$ cat config.mk
export PLATFORM = sky130hd
export DESIGN_NAME = multicycle_sequencer
export DESIGN_NICKNAME = d
export VERILOG_FILES = /design/src/rtl/multicycle_sequencer.sv
export SDC_FILE = /design/constraint.sdc
export NUM_CORES = 1
export LEC_CHECK = 0
export CAP_MARGIN = 20
export CORE_ASPECT_RATIO = 0.7
export CORE_MARGIN = 2
export CORE_UTILIZATION = 45
export CTS_CLUSTER_DIAMETER = 60
export DETAILED_ROUTE_END_ITERATION = 8
export GPL_TIMING_DRIVEN = 0
export PLACE_DENSITY_LB_ADDON = 0.15
export SYNTH_ARGS = -nofsm -noshare
export SYNTH_HDL_FRONTEND = slang
export SYNTH_SLANG_ARGS = --single-unit
$ cat constraint.sdc
create_clock -name clk -period 2.3 [get_ports clk]
set_input_delay 0.345 -clock clk [delete_from_list [all_inputs] [get_ports clk]]
set_output_delay 0.345 -clock clk [all_outputs]
set_load 0.02 [all_outputs]
$ cat src/rtl/multicycle_sequencer.sv
// Multi-cycle FETCH/DECODE/EXEC/MEM/WB control sequencer with a memory handshake,
// a retired-instruction counter and a sticky illegal-opcode flag.
module multicycle_sequencer #(
   parameter int CNT_W = 16
) (
   input  logic             clk,
   input  logic             reset,
   input  logic [7:0]       opcode,
   input  logic             mem_ready,
   input  logic             resume,
   output logic             mem_req,
   output logic             mem_we,
   output logic             ir_write,
   output logic             pc_write,
   output logic             pc_src,
   output logic [1:0]       alu_op,
   output logic             alu_src,
   output logic             reg_write,
   output logic             mem_to_reg,
   output logic             halted,
   output logic             illegal,
   output logic [CNT_W-1:0] retired
);

   typedef enum logic [2:0] {
      FETCH  = 3'd0,
      DECODE = 3'd1,
      EXEC   = 3'd2,
      MEM    = 3'd3,
      WB     = 3'd4,
      HALTED = 3'd5
   } state_t;

   localparam logic [7:0] OP_MOVI  = 8'h00;
   localparam logic [7:0] OP_LOAD  = 8'h02;
   localparam logic [7:0] OP_STORE = 8'h03;
   localparam logic [7:0] OP_JMP   = 8'h05;
   localparam logic [7:0] OP_HALT  = 8'hFF;

   state_t           state_r;
   state_t           next_s;
   logic [CNT_W-1:0] retired_r;
   logic             illegal_r;
   logic             retire_s;
   logic             set_ill_s;
   logic             mem_req_s, mem_we_s, ir_write_s, pc_write_s, pc_src_s;
   logic [1:0]       alu_op_s;
   logic             alu_src_s, reg_write_s, mem_to_reg_s, halted_s;

   function automatic logic is_alu(input logic [7:0] op);
      case (op)
         8'h00, 8'h01, 8'h09, 8'h0A, 8'h0B, 8'h0C: is_alu = 1'b1;
         default:                                  is_alu = 1'b0;
      endcase
   endfunction

   function automatic logic [1:0] exec_alu(input logic [7:0] op);
      case (op)
         8'h00, 8'h01, 8'h09: exec_alu = 2'b10;
         8'h0A:               exec_alu = 2'b11;
         8'h0B:               exec_alu = 2'b00;
         8'h0C:               exec_alu = 2'b01;
         default:             exec_alu = 2'b00;
      endcase
   endfunction

   // Next-state, strobe and retire decode from the current state and opcode.
   always_comb begin
      next_s       = state_r;
      retire_s     = 1'b0;
      set_ill_s    = 1'b0;
      mem_req_s    = 1'b0;
      mem_we_s     = 1'b0;
      ir_write_s   = 1'b0;
      pc_write_s   = 1'b0;
      pc_src_s     = 1'b0;
      alu_op_s     = 2'b00;
      alu_src_s    = 1'b0;
      reg_write_s  = 1'b0;
      mem_to_reg_s = 1'b0;
      halted_s     = 1'b0;
      case (state_r)
         FETCH: begin
            mem_req_s = 1'b1;
            if (mem_ready) begin
               ir_write_s = 1'b1;
               next_s     = DECODE;
            end else begin
               next_s = FETCH;
            end
         end
         DECODE: begin
            if (is_alu(opcode)) begin
               next_s = EXEC;
            end else if (opcode == OP_LOAD || opcode == OP_STORE) begin
               next_s = MEM;
            end else if (opcode == OP_JMP) begin
               pc_write_s = 1'b1;
               pc_src_s   = 1'b1;
               retire_s   = 1'b1;
               next_s     = FETCH;
            end else if (opcode == OP_HALT) begin
               pc_write_s = 1'b1;
               retire_s   = 1'b1;
               next_s     = HALTED;
            end else begin
               pc_write_s = 1'b1;
               retire_s   = 1'b1;
               set_ill_s  = 1'b1;
               next_s     = FETCH;
            end
         end
         EXEC: begin
            alu_op_s  = exec_alu(opcode);
            alu_src_s = (opcode == OP_MOVI);
            next_s    = WB;
         end
         MEM: begin
            mem_req_s = 1'b1;
            mem_we_s  = (opcode == OP_STORE);
            alu_op_s  = 2'b10;
            if (!mem_ready) begin
               next_s = MEM;
            end else if (opcode == OP_STORE) begin
               pc_write_s = 1'b1;
               retire_s   = 1'b1;
               next_s     = FETCH;
            end else begin
               next_s = WB;
            end
         end
         WB: begin
            // ALU controls held from EXEC so the write-back value stays stable
            alu_op_s     = exec_alu(opcode);
            alu_src_s    = (opcode == OP_MOVI);
            reg_write_s  = 1'b1;
            pc_write_s   = 1'b1;
            mem_to_reg_s = (opcode == OP_LOAD);
            retire_s     = 1'b1;
            next_s       = FETCH;
         end
         HALTED: begin
            halted_s = 1'b1;
            if (resume) begin
               next_s = FETCH;
            end else begin
               next_s = HALTED;
            end
         end
         default: begin
            next_s = FETCH;
         end
      endcase
   end

   // State, retired counter and sticky illegal flag.
   always_ff @(posedge clk or posedge reset) begin
      if (reset) begin
         state_r   <= FETCH;
         retired_r <= '0;
         illegal_r <= 1'b0;
      end else begin
         state_r <= next_s;
         if (retire_s) begin
            retired_r <= retired_r + {{(CNT_W-1){1'b0}}, 1'b1};
         end
         if (set_ill_s) begin
            illegal_r <= 1'b1;
         end
      end
   end

   // Strobes are forced low while reset is held, even though the state already reads FETCH.
   assign mem_req    = mem_req_s    & ~reset;
   assign mem_we     = mem_we_s     & ~reset;
   assign ir_write   = ir_write_s   & ~reset;
   assign pc_write   = pc_write_s   & ~reset;
   assign pc_src     = pc_src_s     & ~reset;
   assign alu_op     = alu_op_s     & {2{~reset}};
   assign alu_src    = alu_src_s    & ~reset;
   assign reg_write  = reg_write_s  & ~reset;
   assign mem_to_reg = mem_to_reg_s & ~reset;
   assign halted     = halted_s     & ~reset;
   assign illegal    = illegal_r;
   assign retired    = retired_r;

endmodule

; Yosys cells after proc, flatten, opt, wreduce, memory -nomap -nowiden
; Index checks and enable logic that the tools add are counted.
[totals]
in_bits = 12
reg_bits = 20
wordCells = 71
output_inout_bits = 28
[classes]
muxes = 35
add_sub_neg = 1
n_eq_ne = 14
n_reduce_logical = 7
n_bitwise = 11
[op_table]
columns = op, n
row1 = == test 8 x 4 -> 1 bit (second input constant), 4
row2 = 2-to-1 mux 1 bit, 24
row3 = 2-to-1 mux 3 bit, 7
row4 = adder 16 x 1 -> 16 bit (second input constant), 1
row5 = == test 8 x 2 -> 1 bit (second input constant), 2
row6 = one-hot mux 3 bit (5 select lines), 1
row7 = bitwise AND 1 bit, 9
row8 = == test 8 x 1 -> 1 bit (second input constant), 1
row9 = == test 8 x 3 -> 1 bit (second input constant), 1
row10 = == test 8 bit (second input constant), 1
row11 = logical NOT 8 bit, 1
row12 = == test 3 x 2 -> 1 bit (second input constant), 2
row13 = == test 3 bit (second input constant), 2
row14 = one-hot mux 2 bit (3 select lines), 1
row15 = OR reduction 6 bit, 1
row16 = one-hot mux 2 bit (2 select lines), 1
row17 = OR reduction 2 bit, 2
row18 = == test 3 x 1 -> 1 bit (second input constant), 1
row19 = logical NOT 3 bit, 1
row20 = one-hot mux 1 bit (3 select lines), 1
row21 = OR reduction 3 bit, 1
row22 = bitwise AND 2 bit, 1
row23 = logical OR 1 bit, 1
row24 = inverter 1 bit, 1

; Logic depth before layout (Yosys ltp)
; Gate-level depths: netlist of the first run.
[depth]
word_depth = 7
mapped_depth = 7
mapped_depth_nobuf = 6

; Least setup slack after synthesis of the first run
; No wires, ideal clock.
[synth_timing]
kind = input -> output
startpoint = in opcode[1]
endpoint = out pc_src
path_buffers = 2
arrival_time_ps = 2101
stages = 5
path_slack_ps = -146
required_time_ps = 1955
cell_sequence = clkbuf_1 > or3_4 > a311oi_4 > buf_6 > nor3b_1
[synth_between]
elab_chain_len = 7
elab_cells_between_ends = 18
classes_between = eq/ne: 8 / mux: 6 / bitwise: 1 / reduce/logical: 3
[synth_lines]
columns = element, line_no
row1 = from (decl), 8  ; input logic [7:0] opcode,
row2 = "== test 8 x 4 -> 1 bit, or another cell as far along", 51  ; case (op)
row3 = OR reduction 6 bit, 51
row4 = 2-to-1 mux 1 bit, 51
row5 = 2-to-1 mux 1 bit, 82  ; case (state_r)
row6 = 2-to-1 mux 1 bit *, 93  ; if (is_alu(opcode)) begin
row7 = 2-to-1 mux 1 bit *, 82
row8 = bitwise AND 1 bit *, 178  ; assign pc_src = pc_src_s & ~reset;
row9 = to (decl), 15  ; output logic pc_src,
; Mark *: on every way between the ends. The rest lies on a longest branch, timed or not. The select of a mux whose other input is x is not followed.

; Worst setup path in the final report of the first run
[layout_timing]
startpoint = reg state_r[1]
endpoint = out alu_op[1]
[layout_between]
elab_chain_len = 4
elab_cells_between_ends = 6
classes_between = eq/ne: 3 / mux: 1 / bitwise: 1 / reduce/logical: 1
[layout_lines]
columns = element, line_no
row1 = from (decl), 40  ; state_t state_r;
row2 = from (signal assigned), 163  ; state_r <= next_s;
row3 = == test 3 bit / == test 3 x 2 -> 1 bit (equally long branches), 82
row4 = OR reduction 2 bit (no source line), n/a
row5 = one-hot mux 2 bit (2 select lines) *, 82
row6 = bitwise AND 2 bit *, 179  ; assign alu_op = alu_op_s & {2{~reset}};
row7 = to (decl), 16  ; output logic [1:0] alu_op,
; Mark *: on every way between the ends. The rest lies on a longest branch, timed or not.

==> results of run 1 <==
power groups by stage:
stage	sequential, µW	clock, µW	combinational [µW]
after floorplan	516	0	150
after global placement	463	0	359
after detailed placement	465	0	370
after CTS	466	232	379
after global routing	478	245	424
final	466	225	393
layout by cell type (no fill, tap or decap), types with 2 or more instances in the layout:
cell type / netlist / final
and3_1: 6 / 5
o211ai_2: 2 / 2
nand2_1: 5 / 5
o21ai_0: 3 / 3
nor2_1: 11 / 11
clkbuf_8: 0 / 3
and2_1: 4 / 4
o221ai_1: 2 / 2
nor3_1: 5 / 5
buf_4: 0 / 15
nand2b_1: 3 / 2
buf_2: 1 / 4
o21ai_1: 5 / 5
dlygate4sd2_1: 0 / 6
clkbuf_1: 6 / 4
dfrtp_2: 0 / 2
dfrtp_1: 20 / 18
clkdlybuf4s50_1: 0 / 22
clkdlybuf4s15_2: 0 / 3
nor2b_1: 2 / 2
xnor2_1: 17 / 17
nand4_1: 5 / 5
o2111ai_1: 6 / 6
layout make-up:
cell class                 instances  area [µm²]  area share
tap                               36        45.0      0.0244
sequential                        20         503       0.272
clock buffer                       3        41.3      0.0223
inverter                           2        11.3     0.00609
buffer                             7        38.8      0.0210
timing repair inverter             1        5.00     0.00271
multi-input combinational        100         758       0.410
timing repair buffer              50         447       0.242
logic make-up (layout without fill, tap and decap cells):
logic type	Yosys count	in the layout	synth area share
simple gates	54	54	0.258
compound gates	26	26	0.168
flops	20	20	0.393
xor+xnor	17	17	0.117
buf+inv	10	63	0.0363
mux	2	2	0.0177
fa+ha+maj	1	1	0.00982
worst register-to-register path, delay by kind of cell, from the launching register on:
family,cells,cell delay (ns)
flops,1,0.48
xor+xnor,1,0.16
simple gates,2,0.75
compound gates,2,0.44
state kept, by name, indices dropped and copies added, names as in the netlist:
signal,flops
illegal,1
state_r,3
retired,16
stage by stage:
| stage | setup slack, ns | total power [µW] | cell area [µm²] | instances | hold slack (ns) |
|---|---|---|---|---|---|
| after floorplan | 0.0574 | 666 | 1280 | 130 | 0.502 |
| after global placement | -1.06 | 823 | 1680 | 202 | 0.459 |
| after detailed placement | -1.07 | 835 | 1680 | 202 | 0.465 |
| after CTS | 0.00767 | 1080 | 1790 | 213 | 0.336 |
| after global routing | -0.0347 | 1150 | 1850 | 219 | 0.375 |
| final | 0.0808 | 1080 | 1850 | 219 | 0.357 |
worst max-delay path by stage:
| stage | startpoint | to | slack [ns] | cells after the start |
|---|---|---|---|---|
| after floorplan | opcode[1] | pc_src | 0.06 | 5 |
| after global placement | opcode[0] | pc_src | -1.06 | 7 |
| after detailed placement | opcode[0] | pc_src | -1.07 | 7 |
| after CTS | opcode[3] | pc_src | 0.008 | 7 |
| after global routing | state_r[1] | alu_op[1] | -0.03 | 7 |
| final | state_r[1] | alu_op[1] | 0.08 | 7 |
timing repair:
action	in CTS	in global routing
buffers inserted	8	6
resized for setup	39	8
pin swaps	2	4
setup endpoints to repair	17	8
gates cloned	1	0
routing by layer:
| metal | wire length, µm | track usage | vias to the layer above |
|---|---|---|---|
| li1 | - | - | 582 |
| met1 | 1610 | 0.302 | 589 |
| met2 | 1560 | 0.320 | 40 |
| met3 | 145 | 0.0581 | 4 |
| met4 | 21 | 0.0374 | 0 |
| met5 | 0 | 0 | - |
==> out/qor.txt, run 1 <==
Layout Skew - 0.00199 ns
final antenna-violating net count - 0
Clk Latency, worst-skew pair - 0.25 ns
largest net degree at the start of global routing - 11
Fill cells - 211
WP data required - 1.96 ns
crit path kind - reg -> out
unrepaired setup endpoints after global routing - true
worst reg2reg endpoint - retired[15]
max-slew violation count - 0
Die X - 67.6 µm
Pleak - 0.000760 µW
Die Y - 48.5 µm
CP max FO - 10
Hold Crit Class - in -> async
Finished Core Util - 0.674
yosys warns - 0
Switch Pwr - 364 µW
fin crit period - 2.22 ns
DRT Pass-1 Iters - 4
vias per cell - 5.55
cell with the most instances after synthesis - dfrtp_1
Worst-path clk slew - 0.07 ns
asr flop ratio synth - 1.00
top cell type's share of synthesized area - 0.393
RePlAce Congestion - 0.778
All-Layer GR Usage - 0.210
Net Count, Synth - 143
drt wl/cell - 15.2 µm
Placeable Area - 2740 µm²
max cap viols - 0
Primary FF master, synth - dfrtp_1
root buffer cell - clkbuf_8
number of global-route vias before repair - 1,157
Logic pwr share - 0.363
switch share - 0.335
synthesis-to-layout area growth - 45.2%
CTS Buf Count - 3
hpwl dp - 2.33 mm
Initial Utilization - 0.464
CP cell instances - clkbuf_4, nand2b_1, a211oi_2, nand2_1, nor3_1, or2_2, clkdlybuf4s15_2
highest clock rate - 451 MHz
DR iter-0 viols - 45
Setup-failing EPs final - 0
global-route wire length before repair - 5.31 mm
Worst Reg-to-Reg Cells - 5
Worst-Margin Slew - 0.597 ns
I/O Pins - 40
final wirelength - 3.34 mm
clock buffer depth - 2
Cell variety after synth - 41
CP Launch Type - flop
final hold vios - 0
total gr overflow - 0
CTS Hold Buffers Added - 0
commonest cells in the netlist - dfrtp_1, xnor2_1, nor2_1
antenna violations before repair - 0
status - completed
Sequential Power Share - 0.430
CP max stage cell - dfrtp_1
Port Buf Inserts - 36
EDFF count, synth - 0
Cell Pwr Density - 586 nW/µm²
DRC viols - 0
Sink Count - 20
Reg2Reg Setup Slack - 0.37 ns
share of cells above drive strength 1 - 0.251
Synth Register Bits - 20
Avg Cell Area, Syn - 9.80 µm²
Cells after Synth - 130
DR vias - 1,215
Final Cycle Share - 0.965
R2R Path Start - state_r[0]
largest area contributor in the netlist - dfrtp_1
proportion of power drawn by the clock network - 0.207
Setup crit end kind - output port
diodes inserted - 0
Rows - 16
internal power - 720 µW
CTS H-tree depth - 1
Top delay family on crit path - simple AND/OR/NAND/NOR gates
TritonCTS clock tree - done
VDD IR max - 0.708 mV
Nets - 198
worst path arrival time - 1.87 ns
Slew headroom - 0.602
cell area after synthesis - 1270 µm²
delay of the slowest critical-path stage - 0.40 ns
Buf+Inv Stages, Crit Path - 2
ranking of synthesized cells by area - dfrtp_1, xnor2_1, o2111ai_1, nor2_1, and3_1
final setup TNS - 0 ns
Die ar. - 3280 µm²
sequential share of the synthesized area - 0.393
(Power assumes the default switching activity.)
==> run 2: changes to the inputs <==
CELL_PAD_IN_SITES_DETAIL_PLACEMENT = 2   (was default)
CELL_PAD_IN_SITES_GLOBAL_PLACEMENT = 2   (was default)
CORE_UTILIZATION = 27   (was 45)
MAX_ROUTING_LAYER = met4   (was default)
SLEW_MARGIN = 20   (was default)
==> out/qor.txt, run 2 (synthesized netlist as in run 1, its figures left out) <==
synthesis-to-layout area growth - 43.9%
Rows - 20 (+4)
Die ar. - 5290 µm² (+61%)
final wirelength - 4.05 mm (+22%)
diodes inserted - 0 (unchanged)
root buffer cell - clkbuf_8
WHS - 0.364 ns (+0.00729 ns)
drt wl/cell - 17.6 µm (+16%)
metal1 wirelength - 2.11 mm (+31%)
RePlAce Congestion - 0.779 (+0.19%)
Die X - 86.1 µm (+27%)
fin crit period - 2.25 ns (+0.0259 ns)
delay of the slowest critical-path stage - 0.53 ns (+0.13 ns)
worst path arrival time - 1.90 ns (+0.03 ns)
Initial Utilization - 0.288 (-0.177)
max-slew violation count - 0 (unchanged)
met2 wire len - 1.77 mm (+14%)
unrepaired setup endpoints after global routing - true
TritonCTS clock tree - done
clock buffer depth - 2 (unchanged)
DRC viols - 0 (unchanged)
DRT Pass-1 Iters - 4 (unchanged)
final setup TNS - 0 ns (unchanged)
Slew headroom - 0.589 (-0.0134)
I/O Pins - 40 (unchanged)
Most Frequent Cell on Critical Path - buf_4
VDD IR max - 0.177 mV (-75%)
Placeable Area - 4430 µm² (+61%)
All-Layer GR Usage - 0.174 (-0.0361)
Overall Power - 1090 µW (+0.81%)
global-route wire length before repair - 6.73 mm (+27%)
hpwl dp - 2.95 mm (+26%)
Die Y - 61.5 µm (+27%)
final antenna-violating net count - 0 (unchanged)
Setup-failing EPs final - 0 (unchanged)
Worst-Margin Slew - 0.617 ns (+0.0202 ns)
Finished Core Util - 0.414 (-0.260)
final hold vios - 0 (unchanged)
number of global-route vias before repair - 1,289 (+11%)
critical path startpoint - opcode[7]
Nets - 190 (-4.0%)
commonest non-fill, non-tap cells in the layout - clkdlybuf4s50_1, dfrtp_1, xnor2_1
CP cell instances - clkdlybuf4s50_1, nor4_4, buf_4, a311oi_4, buf_6, nor3b_2, buf_4
CTS H-tree depth - 1 (unchanged)
share of cells above drive strength 1 - 0.217 (-0.0342)
Pleak - 0.000739 µW (-2.7%)
Top delay family on crit path - buffers and inverters
Layout Skew - 0.00570 ns (+0.00371 ns)
DR iter-0 viols - 31 (-31%)
max FFs per register - 16 (unchanged)
Buf+Inv Stages, Crit Path - 4 (+2)
CTS Buf Count - 3 (unchanged)
max cap viols - 0 (unchanged)
status - completed
WP data required - 1.96 ns (about the same)
Cell Pwr Density - 596 nW/µm² (+1.7%)
R2R Path Start - state_r[1]
Sink Count - 20 (unchanged)
crit path kind - in -> out
Setup crit end kind - output port
Port Buf Inserts - 36 (unchanged)
Hold Crit Class - in -> async
commonest non-fill, non-tap cell in the layout - clkdlybuf4s50_1
DR vias - 1,197 (-1.5%)
vias per cell - 5.20 (-6.2%)
largest net degree at the start of global routing - 11 (unchanged)
Clk Latency, worst-skew pair - 0.26 ns (about the same)
routed length on met3 - 146 µm (+0.69%)
CP max FO - 4 (-6)
CP max stage cell - clkdlybuf4s50_1
highest clock rate - 445 MHz (-1.2%)
max layer used - met4
CP Launch Type - primary input
Final Cycle Share - 0.976 (+0.0112)
total gr overflow - 0 (unchanged)
antenna violations before repair - 0 (unchanged)
Worst-path clk slew - 0.08 ns (about the same)
[run 2: worst paths after layout]
check                      slack [ns]     endpoint  cells past startpoint
setup / recovery                 0.05       pc_src                      7
hold / removal                   0.36   state_r[0]                      3
min in group clk                 0.49  retired[15]                      1
hold reg to reg                  0.49  retired[15]                      1
max in group asynchronous        1.65  retired[10]                      2
setup reg to reg                 0.33  retired[15]                      6
[run 2: area by class of cell]
type	count	area, µm²
plain buffers	7	45.0
clock buffers	3	41.3
fillers	484	2600
inverters	2	11.3
multi-input cells	100	774
flip-flops and latches	20	502
well taps	55	68.8
repair buffers	42	385
repair inverters	1	5.00
[run 2: stage by stage]
stage          instances  setup slack, ns  area [µm²]
2_1_floorplan        130           0.0574        1280
3_3_place_gp         221            -1.11        1710
3_5_place_dp         221            -1.12        1710
4_1_cts              229         -0.00413        1810
5_1_grt              230          -0.0328        1830
6_report             230           0.0550        1830
[run 2: worst register-to-register path, cell delays in order, from the launching register on]
cell and delay (ns):
dfrtp_1 0.40, buf_4 0.14, nor3b_1 0.39, o21ai_0 0.24, nor3_1 0.31, o2111ai_1 0.21, xnor2_1 0.17
[run 2: layer usage]
metal  vias up  track usage
met5         -            -
met4         0       0.0340
met3         5       0.0335
met2        25        0.261
met1       602        0.246
li1        565            -
[run 2: timing repair]
action                     4_1_cts  5_1_grt
resized for setup               36       15
hold buffers                     0        0
pin swaps                        3        4
setup buffers                    5        1
setup endpoints to repair       22        6
gates cloned                     1        0
[run 2: power breakdown]
group          total, µW  leakage [µW]  switching (µW)  internal (µW)
Clock                234     0.0000216             117            117
Combinational        390      0.000457             200            190
Sequential           469      0.000261            65.6            403
==> variant 1, RTL diff (flow settings as in run 2) <==
`CNT_W`: 16 -> 14.
--- a/src/rtl/multicycle_sequencer.sv
+++ b/src/rtl/multicycle_sequencer.sv
@@ -3,3 +3,3 @@
 module multicycle_sequencer #(
-   parameter int CNT_W = 16
+   parameter int CNT_W = 14
 ) (
Interface: changed (resized retired); port bits go from 40 to 38. The function was not compared with the original's and may differ.
==> variant 1 against run 2 <==
  * Worst setup slack lost 0.027 ns
  * Routed wire length is essentially flat
  * Count of clock-buffer cells in the layout is the same
  * Sequential share of layout area shrank 2.1 points
  * Largest power group is now combinational cells
  * Power shrank 0.27%
  * Clock skew shrank 0.0044 ns
  * Highest routed layer unchanged
  * Area after synthesis shrank 5.8%
  * Cell area shrank 2.8%
  * Worst hold slack gained 0.042 ns
  * Cell count is the same
  * Sequential cell count shrank 2
==> variant 1: results (changes against run 2) <==
Status
  • Status: finished clean

Setup path
  • Crit Reg-Reg Endpoint: retired[13]
  • Crit-path leading delay family: simple AND/OR/NAND/NOR gates
  • Delay of the slowest cell on the worst path: 0.59 ns (+0.06 ns)
  • R2R Path Start: state_r[0]
  • Slowest-stage cell, CP: or4_4
  • CP Max Fanout: 4 (unchanged)
  • WP data arrival: 1.93 ns (+0.03 ns)
  • Worst reg2reg setup slack: 0.19 ns (-0.14 ns)
  • Worst r2r path cells: 6 (unchanged)

Logic synthesis
  • Post-synth EDFFs: 0 (unchanged)
  • Synth Area in Compound Gates: 0.165 (-0.00322)
  • Sequential area share after synthesis: 0.375 (-0.0175)
  • Syn_nets: 142 (-0.70%)
  • Synth top cells by count: dfrtp_1, xnor2_1, nand2_1, nor2_1
  • Synth unique cells: 40 (-2.4%)
  • Post-synthesis xor/xnor area fraction: 0.117 (about the same)
  • Synth warn: 0 (unchanged)
  • Mux share of post-synthesis cell area: 0.00938 (-0.00830)
  • Synth Area per Inst: 9.30 um2 (-5.1%)
  • Post-synthesis async set-or-reset flop share: 1.00 (unchanged)
  • Largest cells by area after synthesis: dfrtp_1, xnor2_1, o2111ai_1, and3_1, nand2_1
  • Post-Synth Adder-Cell Area: 0.0104 (+0.000604)

Final layout
  • Register Area: 450 um2 (-10%)
  • Fillers: 476 (-1.7%)
  • Share of layout cells above drive strength 1: 0.269 (+0.0514)
  • Nets: 190 (unchanged)
  • Max reg flops: 14 (-2)

Global route
  • Largest net degree at the start of global routing: 20 (+9)
  • Initial antenna violation count: 0 (unchanged)
  • First-pass GRT wire length: 6640 um (-1.4%)
  • GRT Resource Usage Total: 0.173 (-0.000656)
  • Vias in the first global route: 1263 (-2.0%)

Routing
  • Initial drt markers: 33 (+6.5%)
  • WL per Instance: 17.6 um (about the same)
  • Vias/cell: 5.05 (-3.0%)
  • Routed via count: 1161 (-3.0%)
  • Total iterations of the first detailed-routing run: 4 (unchanged)

CTS
  • # H-tree levels: 1 (unchanged)
  • Clk slew on worst S/H paths: about 0.07 ns
  • Worst-skew pair later-pin latency: 0.26 ns (about the same)
  • Cts bufs inserted: 3 (unchanged)
  • Root Driver: clkbuf_8
  • CTS Buffer Depth: 2 (unchanged)

Power and ir drop
  • Net Sw Frac: 0.376 (+0.0253)
  • Maximum VDD drop: 0.409 mV (+130%)
  • Leak: 0.726 nW (-1.8%)

Placement
  • DP Area: 1610 um2 (-5.8%)
  • Place WS: -0.874 ns (+0.241 ns)
  • Post-Place Cells: 218 (-1.4%)
  • Hpwl dp: 2790 um (-5.5%)
  • Port Buffers: 34 (-5.6%)
  • Routability cong.: 0.739 (-5.2%)

Timing
  • Max_slew headroom: 0.506 (-0.0829)
  • Hold_ws: 0.407 ns (+0.0424 ns)
  • Clock skew: 0.00133 ns (-0.00437 ns)

Hold path
  • Worst hold path class: in2async
==> variant 1: final cells by class <==
cell class | instances | area share
inverter | 4 | 0.00843
buffer | 9 | 0.0316
timing repair buffer | 43 | 0.214
tap | 55 | 0.0386
clock buffer | 3 | 0.0232
multi-input combinational | 98 | 0.431
sequential | 18 | 0.253
==> variant 1: cell families after synthesis <==
| family | count (synthesis) |
|---|---|
| AOI/OAI and AO/OA | 26 |
| xor gates and xnor gates | 16 |
| and+or+nand+nor | 54 |
| buffers and inverters | 13 |
| DFF | 18 |
| muxes | 1 |
| adders and majority gates | 1 |
==> variant 1: what timing repair did <==
action | 4_1_cts | 5_1_grt
gates cloned | 0 | 0
setup buffers | 5 | 4
pin swaps | 5 | 6
endpoints found under the setup margin | 11 | 10
resized for setup | 54 | 20
==> variant 1: worst max-delay path by stage <==
stage	start	end	slack, ns	cells after the start
2_1_floorplan	opcode[4]	alu_src	0.07	3
3_3_place_gp	opcode[3]	pc_src	-0.89	7
3_5_place_dp	opcode[4]	alu_op[1]	-0.87	6
4_1_cts	opcode[6]	pc_write	0.01	7
5_1_grt	state_r[1]	alu_src	-0.05	6
6_report	opcode[7]	pc_write	0.03	7
==> variant 1: power groups by stage <==
stage	Combinational [mW]	Sequential (mW)	Clock, mW
CTS	0.412	0.426	0.235
global placement	0.381	0.425	0
detailed placement	0.391	0.430	0
global route	0.473	0.438	0.250
floorplan	0.164	0.476	0
finish	0.438	0.428	0.223
==> variant 1: layer usage <==
| layer | global-route usage | wire [um] | vias to the layer above |
|---|---|---|---|
| met5 | - | 0 | - |
| met1 | 0.237 | 2020 | 577 |
| met3 | 0.0373 | 120 | 3 |
| li1 | - | - | 561 |
| met2 | 0.272 | 1890 | 20 |
| met4 | 0.0276 | 24 | 0 |
==> variant 2, RTL diff (flow settings as in run 2) <==
Made on the original files. Encoding of `state_t`: now one-hot (6 bits for 6 states).
--- a/src/rtl/multicycle_sequencer.sv
+++ b/src/rtl/multicycle_sequencer.sv
@@ -24,9 +24,9 @@
 
-   typedef enum logic [2:0] {
-      FETCH  = 3'd0,
-      DECODE = 3'd1,
-      EXEC   = 3'd2,
-      MEM    = 3'd3,
-      WB     = 3'd4,
-      HALTED = 3'd5
+   typedef enum logic [5:0] {
+      FETCH  = 6'b000001,
+      DECODE = 6'b000010,
+      EXEC   = 6'b000100,
+      MEM    = 6'b001000,
+      WB     = 6'b010000,
+      HALTED = 6'b100000
    } state_t;
Function: no difference found for any inputs over 10 cycles, from zero or initial values and one cycle with reset high; not proved beyond that.
==> variant 2 against run 2 <==
  * Worst setup slack worse by 0.025 ns
  * Routed wire length up 16%
  * Sequential power up 14%
  * Count of clock-buffer cells in the layout up 1
  * Register-to-register slack worse by 0.08 ns
  * Sequential cell count up 3
  * Global-route usage down 1.2 points
  * Area after synthesis up 15%
  * Cell area up 16%
  * Power up 21%
  * Critical path depth unchanged
  * Cell count up 22%
  * Critical endpoint unchanged
  * Largest power group is now combinational cells
==> variant 2: results (changes against run 2) <==
Status
  • Status: finished clean

Logic synthesis
  • Synth Area in Compound Gates: 0.166 (-0.00159)
  • Post-synthesis xor/xnor area fraction: 0.113 (-0.00341)
  • Synth unique cells: 41 (unchanged)
  • Cells after synthesis: 154 (+18%)
  • Largest cells by area after synthesis: dfrtp_1, xnor2_1, o211ai_1, nor3_1, and3_1
  • Sequential area share after synthesis: 0.393 (+0.000417)
  • Mux share of post-synthesis cell area: 0.00768 (-0.0100)
  • Post-Synth Adder-Cell Area: 0.00853 (-0.00129)
  • Syn_nets: 167 (+17%)
  • Synth top cells by count: dfrtp_1, xnor2_1, nor2_1
  • Synth warn: 0 (unchanged)

Routing
  • Total Routed Length: 4690 um (+16%)
  • Routed via count: 1403 (+17%)
  • Initial drt markers: 64 (+110%)

Placement
  • Place WS: -0.780 ns (+0.335 ns)
  • Routability cong.: 0.774 (-0.72%)
  • Post-Place Cells: 264 (+19%)
  • Hpwl dp: 3470 um (+18%)
  • DP Area: 1940 um2 (+13%)
  • Port Buffers: 38 (+5.6%)

Power and ir drop
  • Power Internal: 0.835 mW (+18%)
  • Leak: 0.912 nW (+23%)
  • Seq pwr: 0.537 mW (+14%)
  • Clock network power: 0.247 mW (+6%)
  • Maximum VDD drop: 0.455 mV (+160%)
  • Clock power frac: 0.187 (-0.027)

Setup path
  • Crit Reg-Reg Endpoint: retired[10]
  • Slowest-stage cell, CP: dfrtp_1
  • Crit-path leading delay family: simple AND/OR/NAND/NOR gates
  • Worst reg2reg setup slack: 0.25 ns (-0.08 ns)
  • Worst r2r path cells: 9 (+3)
  • Delay of the slowest cell on the worst path: 0.40 ns (-0.13 ns)
  • CP Max Fanout: 10 (+6)
  • R2R Path Start: state_r[5]
  • WP data arrival: 1.92 ns (+0.02 ns)

CTS
  • Resized cells post-CTS: 46 (+28%)
  • Clk slew on worst S/H paths: 0.08 ns (about the same)
  • # H-tree levels: 1 (unchanged)
  • Post-CTS Setup Bufs: 10 (+5)

Global route
  • Largest net degree at the start of global routing: 25 (+14)
  • GRT Resource Usage Total: 0.162 (-0.0124)
  • Initial antenna violation count: 0 (unchanged)
  • Vias in the first global route: 1459 (+13%)
  • First-pass GRT wire length: 7510 um (+12%)

Final layout
  • Share of layout cells above drive strength 1: 0.230 (+0.0125)
  • Nets: 223 (+17%)
  • Final non-filler cell total: 281 (+22%)

Hold path
  • Worst hold path class: reg2reg

Timing
  • Worst-margin pin slew: 0.897 ns (+0.280 ns)
  • Final-report setup violation count: 0 (unchanged)
  • Clock skew: 0.00288 ns (-0.00282 ns)
  • Hold_ws: 0.473 ns (+0.108 ns)
  • Final Cycle Share: 0.987 (+0.0107)
variant 2: how the worst max path moves through the flow:
stage | depth (start not counted) | endpoint | start
finish | 7 | pc_src | state_r[3]
global route | 8 | pc_write | state_r[3]
global placement | 7 | pc_write | opcode[5]
detailed placement | 7 | pc_src | opcode[0]
floorplan | 6 | pc_src | state_r[3]
CTS | 7 | pc_src | state_r[3]
variant 2: metal layers:
metal	global-route usage	routed length (um)	vias to the layer above
met1	0.230	2360	701
met2	0.256	2190	25
met5	-	0	-
met3	0.0275	115	2
li1	-	-	675
met4	0.0112	16	0
variant 2: cell type report:
cell class / instances / area (um2)
Fill cell: 581 / 3110
Multi-Input combinational cell: 119 / 886
Sequential cell: 23 / 578
Timing Repair Buffer: 52 / 454
Tap cell: 72 / 90.1
Buffer: 7 / 53.8
Clock buffer: 4 / 45.0
Inverter: 4 / 15.0
